===== config.mk =====
export PLATFORM = sky130hd
export DESIGN_NAME = host_memory_arbiter
export DESIGN_NICKNAME = d
export VERILOG_FILES = /design/src/rtl/host_memory_arbiter.sv
export SDC_FILE = /design/constraint.sdc
export NUM_CORES = 1
export LEC_CHECK = 0
export CELL_PAD_IN_SITES_DETAIL_PLACEMENT = 1
export CELL_PAD_IN_SITES_GLOBAL_PLACEMENT = 2
export CORE_MARGIN = 2
export CORE_UTILIZATION = 10
export DETAILED_ROUTE_END_ITERATION = 12
export PLACE_DENSITY = 0.9
export SLEW_MARGIN = 20
export SYNTH_ARGS = -nofsm -noshare
export SYNTH_HDL_FRONTEND = slang
export SYNTH_SLANG_ARGS = --single-unit

===== constraint.sdc =====
create_clock -name clk -period 2.4 [get_ports clk]
set_input_delay 0.36 -clock clk [delete_from_list [all_inputs] [get_ports clk]]
set_output_delay 0.36 -clock clk [all_outputs]
set_load 0.01 [all_outputs]

===== src/rtl/host_memory_arbiter.sv =====
`default_nettype none
// ============================================================================
// Module      : host_memory_arbiter
// Description : Two-master Avalon-MM arbiter in front of the single-port
//               2048x32 on-chip memory. Burst-limited round-robin grant,
//               waitrequest stall for the losing master, and a fixed
//               one-cycle readdatavalid return routed to the reading master.
// Ports       : clk, reset           - clock, synchronous active-high reset
//               m0_* / m1_*          - Avalon-MM slave ports (M0 = CPU data,
//                                      M1 = DMA/debug)
//               mem_*                - single Avalon-MM master port to RAM s1
// Revision    : 1.0 - initial release
// ============================================================================
module host_memory_arbiter #(
    parameter int AW        = 11,
    parameter int DW        = 32,
    parameter int MAX_BURST = 4
) (
    input  logic              clk,
    input  logic              reset,
    // master 0
    input  logic [AW-1:0]     m0_address,
    input  logic [DW/8-1:0]   m0_byteenable,
    input  logic              m0_read,
    input  logic              m0_write,
    input  logic [DW-1:0]     m0_writedata,
    output logic              m0_waitrequest,
    output logic [DW-1:0]     m0_readdata,
    output logic              m0_readdatavalid,
    // master 1
    input  logic [AW-1:0]     m1_address,
    input  logic [DW/8-1:0]   m1_byteenable,
    input  logic              m1_read,
    input  logic              m1_write,
    input  logic [DW-1:0]     m1_writedata,
    output logic              m1_waitrequest,
    output logic [DW-1:0]     m1_readdata,
    output logic              m1_readdatavalid,
    // memory side
    output logic [AW-1:0]     mem_address,
    output logic [DW/8-1:0]   mem_byteenable,
    output logic              mem_chipselect,
    output logic              mem_write,
    output logic [DW-1:0]     mem_writedata,
    output logic              mem_clken,
    input  logic [DW-1:0]     mem_readdata
);

    localparam logic [3:0] c_max_burst = 4'(MAX_BURST);
    localparam logic [3:0] c_cnt_sat   = 4'hF;

    typedef enum logic [1:0] {
        S_IDLE = 2'd0,
        S_OWN0 = 2'd1,
        S_OWN1 = 2'd2
    } state_t;

    state_t     r_state;
    logic [3:0] r_burst_cnt;
    logic       r_last;       // last master granted (round-robin pointer)
    logic       r_rd_pend;
    logic       r_rd_owner;

    logic       w_req0;
    logic       w_req1;
    logic       w_grant0;
    logic       w_grant1;
    logic       w_grant_any;
    logic       w_same_owner;
    logic       w_grant_read;

    assign w_req0 = m0_read | m0_write;
    assign w_req1 = m1_read | m1_write;

    // Grant is suppressed while reset is held so nothing reaches the RAM and
    // requesters simply see waitrequest.
    always_comb begin
        w_grant0 = 1'b0;
        w_grant1 = 1'b0;
        if (!reset) begin
            case (r_state)
                S_IDLE: begin
                    if (w_req0 && w_req1) begin
                        w_grant0 = r_last;
                        w_grant1 = ~r_last;
                    end else begin
                        w_grant0 = w_req0;
                        w_grant1 = w_req1;
                    end
                end
                S_OWN0: begin
                    if (w_req0 && ((r_burst_cnt < c_max_burst) || !w_req1))
                        w_grant0 = 1'b1;
                    else
                        w_grant1 = w_req1;
                end
                S_OWN1: begin
                    if (w_req1 && ((r_burst_cnt < c_max_burst) || !w_req0))
                        w_grant1 = 1'b1;
                    else
                        w_grant0 = w_req0;
                end
                default: begin
                    w_grant0 = 1'b0;
                    w_grant1 = 1'b0;
                end
            endcase
        end
    end

    assign w_grant_any  = w_grant0 | w_grant1;
    assign w_same_owner = (w_grant0 && (r_state == S_OWN0)) ||
                          (w_grant1 && (r_state == S_OWN1));
    // read+write together from one master counts as a write
    assign w_grant_read = (w_grant0 & m0_read & ~m0_write) |
                          (w_grant1 & m1_read & ~m1_write);

    always_ff @(posedge clk) begin
        if (reset) begin
            r_state     <= S_IDLE;
            r_burst_cnt <= 4'd0;
            r_last      <= 1'b1;
            r_rd_pend   <= 1'b0;
            r_rd_owner  <= 1'b0;
        end else begin
            r_rd_pend  <= w_grant_read;
            r_rd_owner <= w_grant1;
            if (w_grant0) begin
                r_state <= S_OWN0;
                r_last  <= 1'b0;
            end else if (w_grant1) begin
                r_state <= S_OWN1;
                r_last  <= 1'b1;
            end else begin
                r_state <= S_IDLE;
            end
            if (!w_grant_any)
                r_burst_cnt <= 4'd0;
            else if (!w_same_owner)
                r_burst_cnt <= 4'd1;
            else if (r_burst_cnt != c_cnt_sat)
                r_burst_cnt <= r_burst_cnt + 4'd1;
        end
    end

    assign m0_waitrequest = w_req0 & ~w_grant0;
    assign m1_waitrequest = w_req1 & ~w_grant1;

    // Memory-side mux: all zero when nobody owns the port this cycle.
    always_comb begin
        mem_address    = '0;
        mem_byteenable = '0;
        mem_writedata  = '0;
        mem_write      = 1'b0;
        if (w_grant0) begin
            mem_address    = m0_address;
            mem_byteenable = m0_byteenable;
            mem_writedata  = m0_writedata;
            mem_write      = m0_write;
        end else if (w_grant1) begin
            mem_address    = m1_address;
            mem_byteenable = m1_byteenable;
            mem_writedata  = m1_writedata;
            mem_write      = m1_write;
        end
    end

    assign mem_chipselect = w_grant_any;
    assign mem_clken      = 1'b1;

    // RAM data is broadcast; only the valid strobe is steered.
    assign m0_readdata      = mem_readdata;
    assign m1_readdata      = mem_readdata;
    assign m0_readdatavalid = r_rd_pend & ~r_rd_owner & ~reset;
    assign m1_readdatavalid = r_rd_pend &  r_rd_owner & ~reset;

endmodule
`default_nettype wire


# --- After elaboration in Yosys (flattened, before gate mapping) ---
# Cells that the tools add are included.
# W data, S select, Z words.
op_classes:
  n_reduce_logical: 15
  shift: 0
  n_lt_le_gt_ge: 1
  div_mod_pow: 0
  n_addsub: 1
  n_mux: 24
  n_mul: 0
  n_bitwise: 23
  n_eq_ne: 4
op_table:
  columns: ["cell", "n"]
  rows:
  - ["$mux W32", 2]
  - ["$mux W11", 2]
  - ["$mux W1", 15]
  - ["$and A1 B1 Y1", 10]
  - ["$not A1 Y1", 9]
  - ["$mux W4", 2]
  - ["$pmux W1 S3", 2]
  - ["$logic_and A1 B1 Y1", 5]
  - ["$add A4 B1 Y4 const B", 1]
  - ["$lt A4 B3 Y1 const B", 1]
  - ["$ne A4 B4 Y1 const B", 1]
  - ["$or A1 B1 Y1", 4]
  - ["$reduce_or A2 Y1", 2]
  - ["$logic_or A1 B1 Y1", 3]
  - ["$reduce_or A3 Y1", 1]
  - ["$eq A2 B1 Y1 const B", 1]
  - ["$eq A2 B2 Y1 const B", 1]
  - ["$logic_not A1 Y1", 2]
  - ["$logic_not A2 Y1", 1]
  - ["$mux W2", 1]
  - ["$ne A2 B1 Y1 const B", 1]
  - ["$reduce_bool A2 Y1", 1]
totals:
  ramBits: 0
  ff_bits: 9
  out_inout_bits: 118
  latch_bits: 0
  romBits: 0
  inputBits: 132
  n_memories: 0
  word_cells: 75

# --- Longest topological paths before layout ---
# Gate-level depths: netlist of the first run.
logic_depth:
  ltp_word: 11
  depth_mapped: 7
  depth_no_buf: 4

# --- Worst setup path before layout of the first run ---
# Ideal clock, no wire load.
synth_path:
  path_type: "register -> output"
  startpoint: "register r_burst_cnt[3]"
  endpoint: "output port mem_address[0]"
  stages_incl_launch_ff: 8
  required_ps: 2040
  n_path_buf: 3
  path_slack_ps: 405
  t_arrival_ps: 1635
  path_cell_list: "dfxtp_1 buf_6 or3b_1 a21o_1 and4b_1 buf_6 buf_6 a22o_1"
synth_via:
  elab_chain_cells: 8
  elab_cells_between_ends: 15
  classes_between: "1 x order compare; 10 x mux; 4 x reduce/logical"
synth_rtl:
  columns: ["item", "line", "source"]
  rows:
  - ["start, declared", "59", "logic [3:0] r_burst_cnt;"]
  - ["start signal, assigned", "142", "r_burst_cnt <= r_burst_cnt + 4'd1;"]
  - ["$lt A4 B3 Y1 (*)", "92, 98", null]
  - ["$logic_or A1 B1 Y1, on equally long branches", "98, 92", null]
  - ["$logic_and A1 B1 Y1, on equally long branches", "98, 92", null]
  - ["$mux W1, on equally long branches", "98, 92", null]
  - ["$pmux W1 S3", "81", "case (r_state)"]
  - ["$mux W1", "80", "if (!reset) begin"]
  - ["$mux W11", "160", "end else if (w_grant1) begin"]
  - ["$mux W11 (*)", "155", "if (w_grant0) begin"]
  - ["end, declared", "40", "output logic [AW-1:0] mem_address,"]
# Every way passes the cells marked *; elsewhere a longest branch is shown, timed or not.

# --- Worst setup path in the final report of the first run ---
layout_path:
  startpoint: "register r_burst_cnt[3]"
  endpoint: "output port mem_address[1]"
# Same word-level chain as after synthesis.

==> results of run 1 <==
## placed cells by master (no fill, tap or decap), types with 4 or more instances in the layout
cell              n
clkbuf_16         4
clkdlybuf4s50_1  96
dfxtp_1           4
a22o_1           45
nor2_1            5
buf_4            24
buf_12            7
buf_2            45
dfxtp_2           5
buf_6             4
## layout make-up
| class | count | share of cell area [%] |
|---|---|---|
| Multi-Input combinational cell | 96 | 27.0 |
| Tap cell | 188 | 7.70 |
| Timing Repair Buffer | 187 | 56.6 |
| Clock buffer | 4 | 2.58 |
| Sequential cell | 9 | 6.10 |
## registers in the layout, summed over array words and instances (netlist names)
register and cells:
r_burst_cnt 4, r_state 2, r_last 1, r_rd_pend 1, r_rd_owner 1
## worst max path at each step
stage / startpoint / end / slack (ns) / cells past startpoint
after detailed placement: m0_write / mem_address[6] / -0.64 / 7
final: r_burst_cnt[3] / mem_address[1] / 0.02 / 7
after global routing: r_state[0] / mem_address[1] / -0.03 / 6
after CTS: r_state[0] / mem_writedata[28] / -0.11 / 8
after floorplan: r_burst_cnt[3] / mem_address[0] / 0.40 / 7
after global placement: m0_read / mem_address[6] / -0.59 / 7
## per-stage QoR
stage,util (%),instances,hold slack (ns),setup WS [ns]
6_report,20.3,484,0.563,0.0203
5_1_grt,20.3,484,0.579,-0.0344
4_1_cts,20.1,484,0.565,-0.115
3_5_place_dp,19.1,467,0.561,-0.637
3_3_place_gp,19.1,467,0.528,-0.593
2_1_floorplan,-,183,0.429,0.405
## logic make-up (layout without fill, tap and decap cells)
group / after synthesis / in the layout / share of synthesized area, %
AND/OR/NAND/NOR: 30 / 30 / 13.0
other: 1 / 1 / 0.247
multiplexers: 1 / 1 / 0.660
flip-flops: 9 / 9 / 11.9
buffers and inverters: 78 / 191 / 39.3
AO/OA/AOI/OAI: 62 / 62 / 33.5
adder cells (fa/ha/maj): 1 / 1 / 0.824
XOR/XNOR: 1 / 1 / 0.577
## routing by layer
layer / up-vias / part of all wire (%) / wire, um / GRT usage (%)
met5: - / 0 / 0 / 0
met4: 0 / 2.9 / 253 / 3.75
met3: 36 / 10 / 897 / 3.39
met2: 123 / 47 / 4090 / 17.5
met1: 859 / 39 / 3410 / 11.0
li1: 845 / - / - / -
## worst max-delay path, delay by kind of cell, from the launching register on
| family | cells | cell delay, ns |
|---|---|---|
| simple gates | 2 | 0.58 |
| flops | 1 | 0.32 |
| buf+inv | 3 | 0.42 |
| compound gates | 2 | 0.45 |
## what timing repair did
action,4_1_cts,5_1_grt
setup buffers,8,1
pin swaps,17,31
resized for setup,232,14
cloned,5,1
setup endpoints to repair,51,27
## power groups by stage
stage / logic, mW / clock network [mW] / registers (mW)
6_report: 0.847 / 0.299 / 0.184
5_1_grt: 0.908 / 0.312 / 0.186
4_1_cts: 0.847 / 0.303 / 0.184
3_5_place_dp: 0.800 / 0 / 0.183
3_3_place_gp: 0.780 / 0 / 0.181
2_1_floorplan: 0.417 / 0 / 0.181
==> implementation parameters, run 1 <==
Parameter                              Value

Min path
  Depth of the worst hold-timing path ... 2
  Hold WC Path Type ... register to register
  Hold worst-path end ... r_burst_cnt[1]
  Launch point of the worst hold path ... r_burst_cnt[1]

Critical path
  Setup crit start kind ... register
  Capturing point of the worst reg2reg path ... r_rd_pend
  CP arrival ... 2.02 ns
  Worst Setup End Kind ... output port
  Crit-path max FO ... 5
  Crit-path slowest cell ... or3b_1
  Most frequent cell on the critical path ... buf_12
  Critical path cell sequence ... or3b_1, a21o_1, and4b_4, buf_12, buf_12, a22o_1, buf_2
  Startpoint of the worst register-to-register path ... r_burst_cnt[3]
  Cells on worst reg2reg path ... 7
  WP data required ... 2.04 ns
  Category of the most critical setup path ... register to output port
  Critical Path Max Stage Delay ... 0.37 ns
  R2R Setup Slk ... 0.59 ns

Global routing
  Largest net degree at the start of global routing ... 22
  Number of global-route vias before repair ... 2055
  Grt total ovfl ... 0
  Overall Global Routing Usage ... 9.93%
  Initial antenna violation count ... 0
  Global-route wire length before repair ... 12300 um

Yosys
  Number of flops mapped to enable cells by yosys ... 0
  Synth Instances ... 183
  Post-Synthesis Net Count ... 316
  Yosys reg bits ... 9
  Top cells by area in the synthesized netlist ... buf_4 32%, a22o_1 28%, dfxtp_1 12%, buf_6 5.2%, buf_2 2.0%
  Leading cell types by count after synthesis ... 65 x buf_4, 48 x a22o_1, 9 x dfxtp_1
  Top_reg_cell synth ... dfxtp_1
  Cell variety after synth ... 33
  Post-synth top area share ... 32.2%
  Cell Area, Synth ... 1520 um2
  Asr flop ratio synth ... 0%
  Post-synthesis cell type with the largest combined area ... buf_4
  Most numerous cell in the Yosys netlist ... buf_4
  Yosys warns ... 0
  Sequential share of the synthesized area ... 11.9%
  Avg Cell Area, Syn ... 8.29 um2

CTS
  H-tree depth ... 1
  Clock transition time at the flip-flop clock pins of the worst setup and hold paths ... 0.04 ns
  Sink Count ... 9
  Clock buffers created by TritonCTS ... 3
  Insertion delay to the later sink of the worst-skew pair ... 0.24 ns
  CTS root buf ... clkbuf_16
  Number of buffers inserted by hold repair at cts ... 0
  CTS tree ... built
  Maximum clock path buffer count ... 2

Power
  Worst vdd rail ir drop ... 0.209 mV
  Switching Share ... 33.4%
  Design internal power ... 886 uW
  Leakage power figure ... 1.35 nW
  Portion of total power attributed to the clock network ... 22.5%
  Overall power consumption ... 1.33 mW
  Comb pwr share ... 63.7%
  Switching power ... 444 uW
  Pwr dens ... 435 nW/um2
  Sequential share of power ... 13.9%

Cells and area
  Post-route cell area ... 3060 um2
  Layout cells sized above 1 ... 35.8%
  Register cell area after layout ... 186 um2
  Diodes inserted ... 0
  Area used by multi-input combinational logic ... 826 um2
  Number of filler instances in the final layout ... 1787
  NumNets Final ... 430
  Layout-stage area growth over the synthesis result ... 101%

STA
  Final setup violating endpoints ... 0
  Max-slew violation total from the final report ... 0
  Final cycle utilization of the critical path ... 99.2%
  RSZ-0062 raised after global routing ... true
  Final Critical Period ... 2.38 ns
  Final Hold Vio Count ... 0
  Final setup TNS ... 0 ns
  Top achievable clock speed ... 420 MHz
  Setup skew after layout ... 0.00347 ns

Die
  Overall die area ... 16200 um2
  Rows ... 45
  Starting Density ... 10.1%
  I/O pin count ... 250
  Floorplan die width ... 127 um
  Core outline area ... 15000 um2
  Height of the chip ... 127 um

Drt
  Count of routing violations after the opening detailed-route iteration ... 38
  Post-detailed-route DRC marker count ... 0
  Wire length after detailed routing ... 8650 um
  Drt pass-1 iters ... 4
  Count of antenna-violating nets left after detailed routing ... 0
  Vias after detailed routing ... 1863
  Routed via count divided by cell count ... 3.85
  Avg WL per Cell ... 17.9 um

Placement
  Weighted congestion at the end of routability-driven global placement ... 0.749
  Number of input and output port buffers inserted ... 152
  Placed inst area ... 2880 um2
  Post-DP HPWL ... 6270 um

Flow run
  Max cap viols ... 0

Outcome
  Status ... finished, final reports clean
No activity file was read; power rests on OpenSTA's default activity.
==> inputs of run 2 (changes only) <==
clock period = 2.9 ns   (was 2.4 ns; I/O delays follow)
==> run 2 against run 1 <==
  * Worst hold slack better by 0.0011 ns
  * Die area unchanged
  * Global-route usage down 1.3 points
  * Critical endpoint unchanged
==> implementation parameters, run 2 (synthesized netlist as in run 1, its figures left out) <==
Parameter                              Value

Global routing
  Overall Global Routing Usage ... 8.60% (was 9.93%)
  Initial antenna violation count ... 0 (unchanged)
  Global-route wire length before repair ... 10900 um (was 12300 um)
  Number of global-route vias before repair ... 1905 (was 2055)
  Grt total ovfl ... 0 (unchanged)
  Largest net degree at the start of global routing ... 42 (was 22)

Drt
  Post-detailed-route DRC marker count ... 0 (unchanged)
  Avg WL per Cell ... 16.2 um (was 17.9 um)
  Vias after detailed routing ... 1799 (was 1863)
  Routed via count divided by cell count ... 3.84 (was 3.85)
  Count of routing violations after the opening detailed-route iteration ... 33 (was 38)
  Wire length after detailed routing ... 7560 um (was 8650 um)
  Drt pass-1 iters ... 4 (unchanged)
  Count of antenna-violating nets left after detailed routing ... 0 (unchanged)

Die
  Rows ... 45 (unchanged)
  Height of the chip ... 127 um (unchanged)
  Floorplan die width ... 127 um (unchanged)
  Starting Density ... 10.1% (unchanged)
  Overall die area ... 16200 um2 (unchanged)
  Core outline area ... 15000 um2 (unchanged)
  I/O pin count ... 250 (unchanged)

Cells and area
  Fin util ... 19.0% (was 20.3%)
  Largest registers in the final layout ... r_burst_cnt (4), r_state (2) (unchanged)
  Diodes inserted ... 0 (unchanged)
  Most frequent standard cell in the layout excluding fill and tap cells ... clkdlybuf4s50_1 (unchanged)
  Number of filler instances in the final layout ... 1795 (was 1787)
  NumNets Final ... 414 (was 430)
  Register with the most flip-flops ... r_burst_cnt (unchanged)
  Layout-stage area growth over the synthesis result ... 88.0% (was 101%)
  Area used by multi-input combinational logic ... 766 um2 (was 826 um2)
  Register cell area after layout ... 180 um2 (was 186 um2)
  Commonest cells after routing, fill and taps aside ... 101 x clkdlybuf4s50_1, 48 x a22o_1, 20 x buf_2, 13 x clkdlybuf4s15_1, 12 x buf_4 (was 96 x clkdlybuf4s50_1, 45 x a22o_1, 45 x buf_2, 24 x buf_4, 7 x buf_12)
  Layout cells sized above 1 ... 20.7% (was 35.8%)
  Flip-flop count of the largest register after layout ... 4 (unchanged)

STA
  Top achievable clock speed ... 349 MHz
  Max-slew violation total from the final report ... 0 (unchanged)
  Final Hold Vio Count ... 0 (unchanged)
  Setup skew after layout ... 0.00207 ns (was 0.00347 ns)
  Final Critical Period ... 2.86 ns
  Final cycle utilization of the critical path ... 98.8%
  Final setup violating endpoints ... 0 (unchanged)
  Worst-case setup margin in the final layout ... 0.0353 ns (was 0.0203 ns)
  RSZ-0062 raised after global routing ... true (unchanged)

CTS
  H-tree depth ... 1 (unchanged)
  Clock transition time at the flip-flop clock pins of the worst setup and hold paths ... 0.04 ns (about the same)
  Maximum clock path buffer count ... 2 (unchanged)
  CTS tree ... built (unchanged)
  CTS root buf ... clkbuf_16 (unchanged)
  Sink Count ... 9 (unchanged)
  Insertion delay to the later sink of the worst-skew pair ... 0.24 ns (about the same)
  Clock buffers created by TritonCTS ... 3 (unchanged)

Power
  Leakage power figure ... 1.20 nW (was 1.35 nW)
  Pwr dens ... 355 nW/um2 (was 435 nW/um2)
  Worst vdd rail ir drop ... 0.148 mV (was 0.209 mV)

Critical path
  Crit-path max FO ... 11 (was 5)
  CP arrival ... 2.43 ns (was 2.02 ns)
  WP data required ... 2.47 ns (was 2.04 ns)
  Worst Setup End Kind ... output port (unchanged)
  Setup crit start kind ... input port (was register)
  Category of the most critical setup path ... input port to output port (was register to output port)

Placement
  Weighted congestion at the end of routability-driven global placement ... 0.731 (was 0.749)
  Worst setup timing slack at the placement stage ... -0.275 ns (was -0.637 ns)
  Post-DP HPWL ... 6000 um (was 6270 um)
  Number of input and output port buffers inserted ... 152 (unchanged)

Outcome
  Status ... finished, final reports clean (unchanged)

Min path
  Hold WC Path Type ... register to register (unchanged)

Flow run
  Max cap viols ... 0 (unchanged)
run 2: cell count changes in the layout (fill, tap and decap cells not counted), sizes merged:
cell | before | now
clkdlybuf4s15 | 3 | 13
dlygate4sd2 | 3 | 6
buf | 83 | 38
clkbuf | 5 | 15
bufbuf | 0 | 1
clkdlybuf4s50 | 96 | 101
run 2: report_power, final:
group	internal, mW	switching, mW
clock network	0.184	0.0615
registers	0.138	0.0168
logic	0.360	0.253
total	0.681	0.331
run 2: repair_timing:
action,4_1_cts,5_1_grt
setup buffers,1,0
hold buffers,0,0
endpoints found under the setup margin,51,32
resized for setup,128,25
hold endpoints to repair,0,0
pin swaps,2,2
cloned,2,0
run 2: worst paths after layout:
check / from / to / slack, ns / depth (start not counted)
hold / removal: r_burst_cnt[1] / r_burst_cnt[1] / 0.56 / 2
setup reg to reg: r_state[1] / r_burst_cnt[0] / 1.16 / 5
setup / recovery: m0_write / mem_address[1] / 0.04 / 7
hold reg to reg: r_burst_cnt[1] / r_burst_cnt[1] / 0.56 / 2
run 2: routing by layer:
layer	share of wire (%)	global-route usage, %	up-vias
li1	-	-	810
met1	39	9.96	832
met2	46	14.5	121
met3	12	3.10	36
met4	3.3	3.36	0
met5	0	0	-
run 2: critical path, cell delays in order:
cell and delay [ns]:
clkdlybuf4s50_1 0.49, nor2_1 0.07, or4b_4 0.49, and4b_4 0.25, buf_12 0.16, a22o_1 0.25, dlygate4sd2_1 0.29
run 2: final cells by class:
cell class | instances | area share (%)
timing repair buffer | 171 | 55.9
multi-input combinational | 96 | 26.8
tap | 188 | 8.24
sequential | 9 | 6.31
clock buffer | 4 | 2.76
run 2: stage by stage:
stage | instances | total power, mW | TNS [ns] | hold WS, ns | area, um2
2_1_floorplan | 183 | 0.495 | 0 | 0.479 | 1520
3_3_place_gp | 461 | 0.790 | -9.27 | 0.527 | 2830
3_5_place_dp | 461 | 0.808 | -11.73 | 0.554 | 2830
4_1_cts | 468 | 1.03 | -0.00504 | 0.571 | 2890
5_1_grt | 468 | 1.07 | -0.0355 | 0.612 | 2850
6_report | 468 | 1.01 | 0 | 0.564 | 2850
==> RTL change 1: new RTL, flow settings as in run 2 <==
The parameter `AW` goes from 11 to 12.
--- a/src/rtl/host_memory_arbiter.sv
+++ b/src/rtl/host_memory_arbiter.sv
@@ -14,3 +14,3 @@
 module host_memory_arbiter #(
-    parameter int AW        = 11,
+    parameter int AW        = 12,
     parameter int DW        = 32,
Ports: changed (resized m0_address, m1_address and mem_address); port bits go from 250 to 253. The function was not compared with the original's and may differ.
==> RTL change 1 against run 2 <==
Wire length down 4.4%; sequential cell count is the same; hold slack improved by 7.4 ps; sequential share of layout area down 0.42 points; synthesized area is 0.74% higher; cell area grew 8.5%; non-clock buffer count increased by 9; die area increased by 0.72%; clock skew hardly changed; total power rose by 4.1%; first-iteration DRC count grew 15%; fmax increased by 1.5%; worst setup slack better by 43 ps; largest power group unchanged.
==> RTL change 1: results (changes against run 2) <==
* Status: complete, no violations (unchanged)
* Non-filler cells, final at 478 (was 468)
* Sequential element share of the synthesized area at 0.118 (was 0.119)
* Total power at 0.00105 W (was 0.00101 W)
* Die W at 128 um (was 127 um)
* Met3 global-route usage at 0.0238 (was 0.0310)
* Share of layout cells above drive strength 1 at 0.162 (was 0.207)
* Fillcell total at 1763 (was 1795)
* Worst path max stage delay at 520 ps (was 490 ps)
* Final nets at 426 (was 414)
* NonClk Buf Share at 0.584 (was 0.559)
* DR vias at 1776 (was 1799)
* Placed Cells at 468 (was 461)
* Comb group at 0.000653 W (was 0.000613 W)
* Largest net degree at the start of global routing at 24 (was 42)
* GPL Wtd Cong at 0.682 (was 0.731)
* Met2 usage at 0.168 (was 0.145)
* Seq/total area at 0.0590 (was 0.0631)
* Clock buf/inv share at 0.0254 (was 0.0276)
* Clock power frac at 0.231 (was 0.242)
* Cts repair resizes at 70 (was 128)
* Placed inst area at 2910 sq um (was 2830 sq um)
* Post-detail-place hpwl at 6070 um (was 6000 um)
* Sequential cell area at 183 sq um (was 180 sq um)
* Initial DRC Count at 38 (was 33)
* Sequential cell count at 9 (unchanged)
* Crit path DAT at 2390 ps (was 2430 ps)
* Worst Path Max Fanout at 16 (was 11)
* Hold slack at 571 ps (was 564 ps)
* Worst clock skew at 2.20 ps (was 2.07 ps)
* Post-Synth Adder-Cell Area at 0.00818 (was 0.00824)
* Port Buf Inserts at 155 (was 152)
* Synth Area in XOR/XNOR at 0.00573 (was 0.00577)
* R2r setup slk at 1070 ps (was 1160 ps)
* Vias in the first global route at 1952 (was 1905)
* DRT Pass-1 Iters at 2 (was 4)
* Synth cell count leaders: 65 x buf_4, 49 x a22o_1, 9 x dfxtp_1 (was 65 x buf_4, 48 x a22o_1, 9 x dfxtp_1)
* Routed WL at 7230 um (was 7560 um)
* First-pass GRT wire length at 10500 um (was 10900 um)
* Pre-CTS setup slack at -296 ps (was -275 ps)
* Compound-gate portion of the synthesized area at 0.338 (was 0.335)
* Mapped Nets at 319 (was 316)
* Top post-synthesis cells by area: buf_4 32%, a22o_1 28%, dfxtp_1 12% (unchanged)
* P_sw at 0.000327 W (was 0.000331 W)
## RTL change 1: cell types whose count changed after synthesis, sizes merged
cell | run 2 | this run
a22o | 48 | 49
## RTL change 1: metal layers
layer  share of wire  routed length [um]  vias to the layer above
met5               0                   0                        -
met4          0.0073                  53                        0
met3           0.091                 659                       13
met2            0.54                3920                      105
met1            0.36                2600                      823
li1                -                   -                      835
## RTL change 1: path summary, 6_finish.rpt
| check | endpoint | cells past startpoint | from |
|---|---|---|---|
| setup reg to reg | r_burst_cnt[0]$_SDFFE_PP0P_ | 6 | r_burst_cnt[3]$_SDFFE_PP0P_ |
| hold reg to reg | r_burst_cnt[1]$_SDFFE_PP0P_ | 2 | r_burst_cnt[1]$_SDFFE_PP0P_ |
| hold / removal | r_burst_cnt[1]$_SDFFE_PP0P_ | 2 | r_burst_cnt[1]$_SDFFE_PP0P_ |
| setup / recovery | mem_writedata[1] | 9 | m1_read |
==> RTL change 2: new RTL, config.mk and constraints of run 2 <==
Made on the original files. Reset style: asynchronous (`reset`), changed in one clocked block. Comments in the files are not updated.
--- a/src/rtl/host_memory_arbiter.sv
+++ b/src/rtl/host_memory_arbiter.sv
@@ -117,3 +117,3 @@
 
-    always_ff @(posedge clk) begin
+    always_ff @(posedge clk or posedge reset) begin
         if (reset) begin
Check against the original RTL: same outputs for any inputs over 10 cycles, from zero or initial values and one cycle with reset high; that may be too few to reach the edited logic, so the function may still have changed.
==> RTL change 2 against run 2 <==
Total power increased by 49%; cell area increased by 10%; final cell count increased by 2.1%; wire length increased by 8.2%; sequential cell count unchanged; synthesized area increased by 1.7%; fmax increased by 2.4%; worst setup slack improved by 67 ps.
==> RTL change 2: results (changes against run 2) <==
* Top post-synthesis cells by area: buf_4 32%, a22o_1 27%, dfrtp_1 13% (was buf_4 32%, a22o_1 28%, dfxtp_1 12%)
* Hold slack at 509 ps (was 564 ps)
* Post-detail-place hpwl at 6360 um (was 6000 um)
* P_sw at 0.000539 W (was 0.000331 W)
* Port Buf Inserts at 152 (unchanged)
* Fillcell total at 1743 (was 1795)
* Sequential element share of the synthesized area at 0.147 (was 0.119)
* Hold Crit Class: reg2reg (unchanged)
* Synthesized instance count at 188 (was 183)
* Clock transition at path regs at 40 ps (about the same)
* Placed inst area at 2900 sq um (was 2830 sq um)
* Met2 usage at 0.172 (was 0.145)
* Most used DFF post-synth: dfrtp_1 (was dfxtp_1)
* Highest metal used: met4 (unchanged)
* GPL Wtd Cong at 0.734 (was 0.731)
* Worst clock skew at 0.811 ps (was 2.07 ps)
* First-pass GRT wire length at 11200 um (was 10900 um)
* Synth cell count leaders: 66 x buf_4, 48 x a22o_1, 12 x buf_2 (was 65 x buf_4, 48 x a22o_1, 9 x dfxtp_1)
* Leakage at 1.57 nW (was 1.20 nW)
* Share of layout cells above drive strength 1 at 0.134 (was 0.207)
* Crit path DAT at 2360 ps (was 2430 ps)
* Placed Cells at 465 (was 461)
* R2r setup slk at 840 ps (was 1160 ps)
* Initial DRC Count at 42 (was 33)
* Non-filler cells, final at 478 (was 468)
* Pre-CTS setup slack at -180 ps (was -275 ps)
* Library cells used by synthesis at 38 (was 33)
* Drt wl/cell at 17.1 um (was 16.2 um)
* Status: complete, no violations (unchanged)
* Worst VDD drop at 0.223 mV (was 0.148 mV)
* Final nets at 424 (was 414)
* Worst path max stage delay at 540 ps (was 490 ps)
* DR WL met3 at 585 um (was 881 um)
* Met1 Wirelength at 2950 um (was 2980 um)
* Cts repair resizes at 44 (was 128)
* Vias in the first global route at 1939 (was 1905)
* DRT Pass-1 Iters at 3 (was 4)
* Drt via density at 3.70 (was 3.84)
* Routed met2 length at 4340 um (was 3450 um)
* Mapped Nets at 321 (was 316)
* Netlist Area Pre-Place at 1540 sq um (was 1520 sq um)
* Post-CTS Setup Inserts at 5 (was 1)
* Worst Path Max Fanout at 4 (was 11)
* Ys async rst share at 1.00 (was 0)
* Met1 usage in global routing at 0.0938 (was 0.0996)
* Clock Latency Late Sink at 230 ps
* Post-route minimum period at 2800 ps (was 2860 ps)
* Met3 global-route usage at 0.0117 (was 0.0310)
* Total Routing Usage GR at 0.0882 (was 0.0860)
* Largest net degree at the start of global routing at 24 (was 42)
* YS warnings at 0 (unchanged)
## RTL change 2: power groups by stage
stage          registers (W)  clock network (W)  logic (W)
2_1_floorplan       0.000175                  0   0.000541
3_3_place_gp        0.000187                  0    0.00102
3_5_place_dp        0.000190                  0    0.00104
4_1_cts             0.000190           0.000244    0.00108
5_1_grt             0.000196           0.000253    0.00115
6_report            0.000192           0.000238    0.00108
## RTL change 2: final timing paths
check                                        start                         end  depth (start not counted)
worst max register to register  r_last$_DFFE_PP1P_  r_burst_cnt[2]$_DFFE_PP0P_                          8
max in group asynchronous                    reset          r_last$_DFFE_PP1P_                          3
min in group asynchronous                    reset        r_rd_owner$_DFF_PP0_                          3
worst max-delay path                       m1_read              m1_waitrequest                          7
worst min register to register  r_last$_DFFE_PP1P_          r_last$_DFFE_PP1P_                          2
worst min-delay path            r_last$_DFFE_PP1P_          r_last$_DFFE_PP1P_                          2
## RTL change 2: cells by family (layout without fill, tap and decap cells)
| family | after synthesis | count (layout) | share of synthesized area |
|---|---|---|---|
| compound gates | 68 | 68 | 0.367 |
| flops | 9 | 9 | 0.147 |
| buf+inv | 82 | 184 | 0.370 |
| xor+xnor | 1 | 1 | 0.00567 |
| other cells | 1 | 1 | 0.00243 |
| fa+ha+maj | 1 | 1 | 0.00810 |
| mux | 2 | 2 | 0.0130 |
| simple gates | 24 | 24 | 0.0875 |
## RTL change 2: tightest hold or removal path: cells and delay by family (launching register included)
kind            cells  cell delay (ps)
compound gates      1               80
buf+inv             1               70
flops               1              360
## RTL change 2: area by class of cell
type / instances / area [sq um] / area share
multi-input combinational: 97 / 763 / 0.242
clock buffer: 4 / 78.8 / 0.0250
timing repair buffer: 176 / 1830 / 0.581
inverter: 4 / 15.0 / 0.00477
tap: 188 / 235 / 0.0747
sequential: 9 / 229 / 0.0727
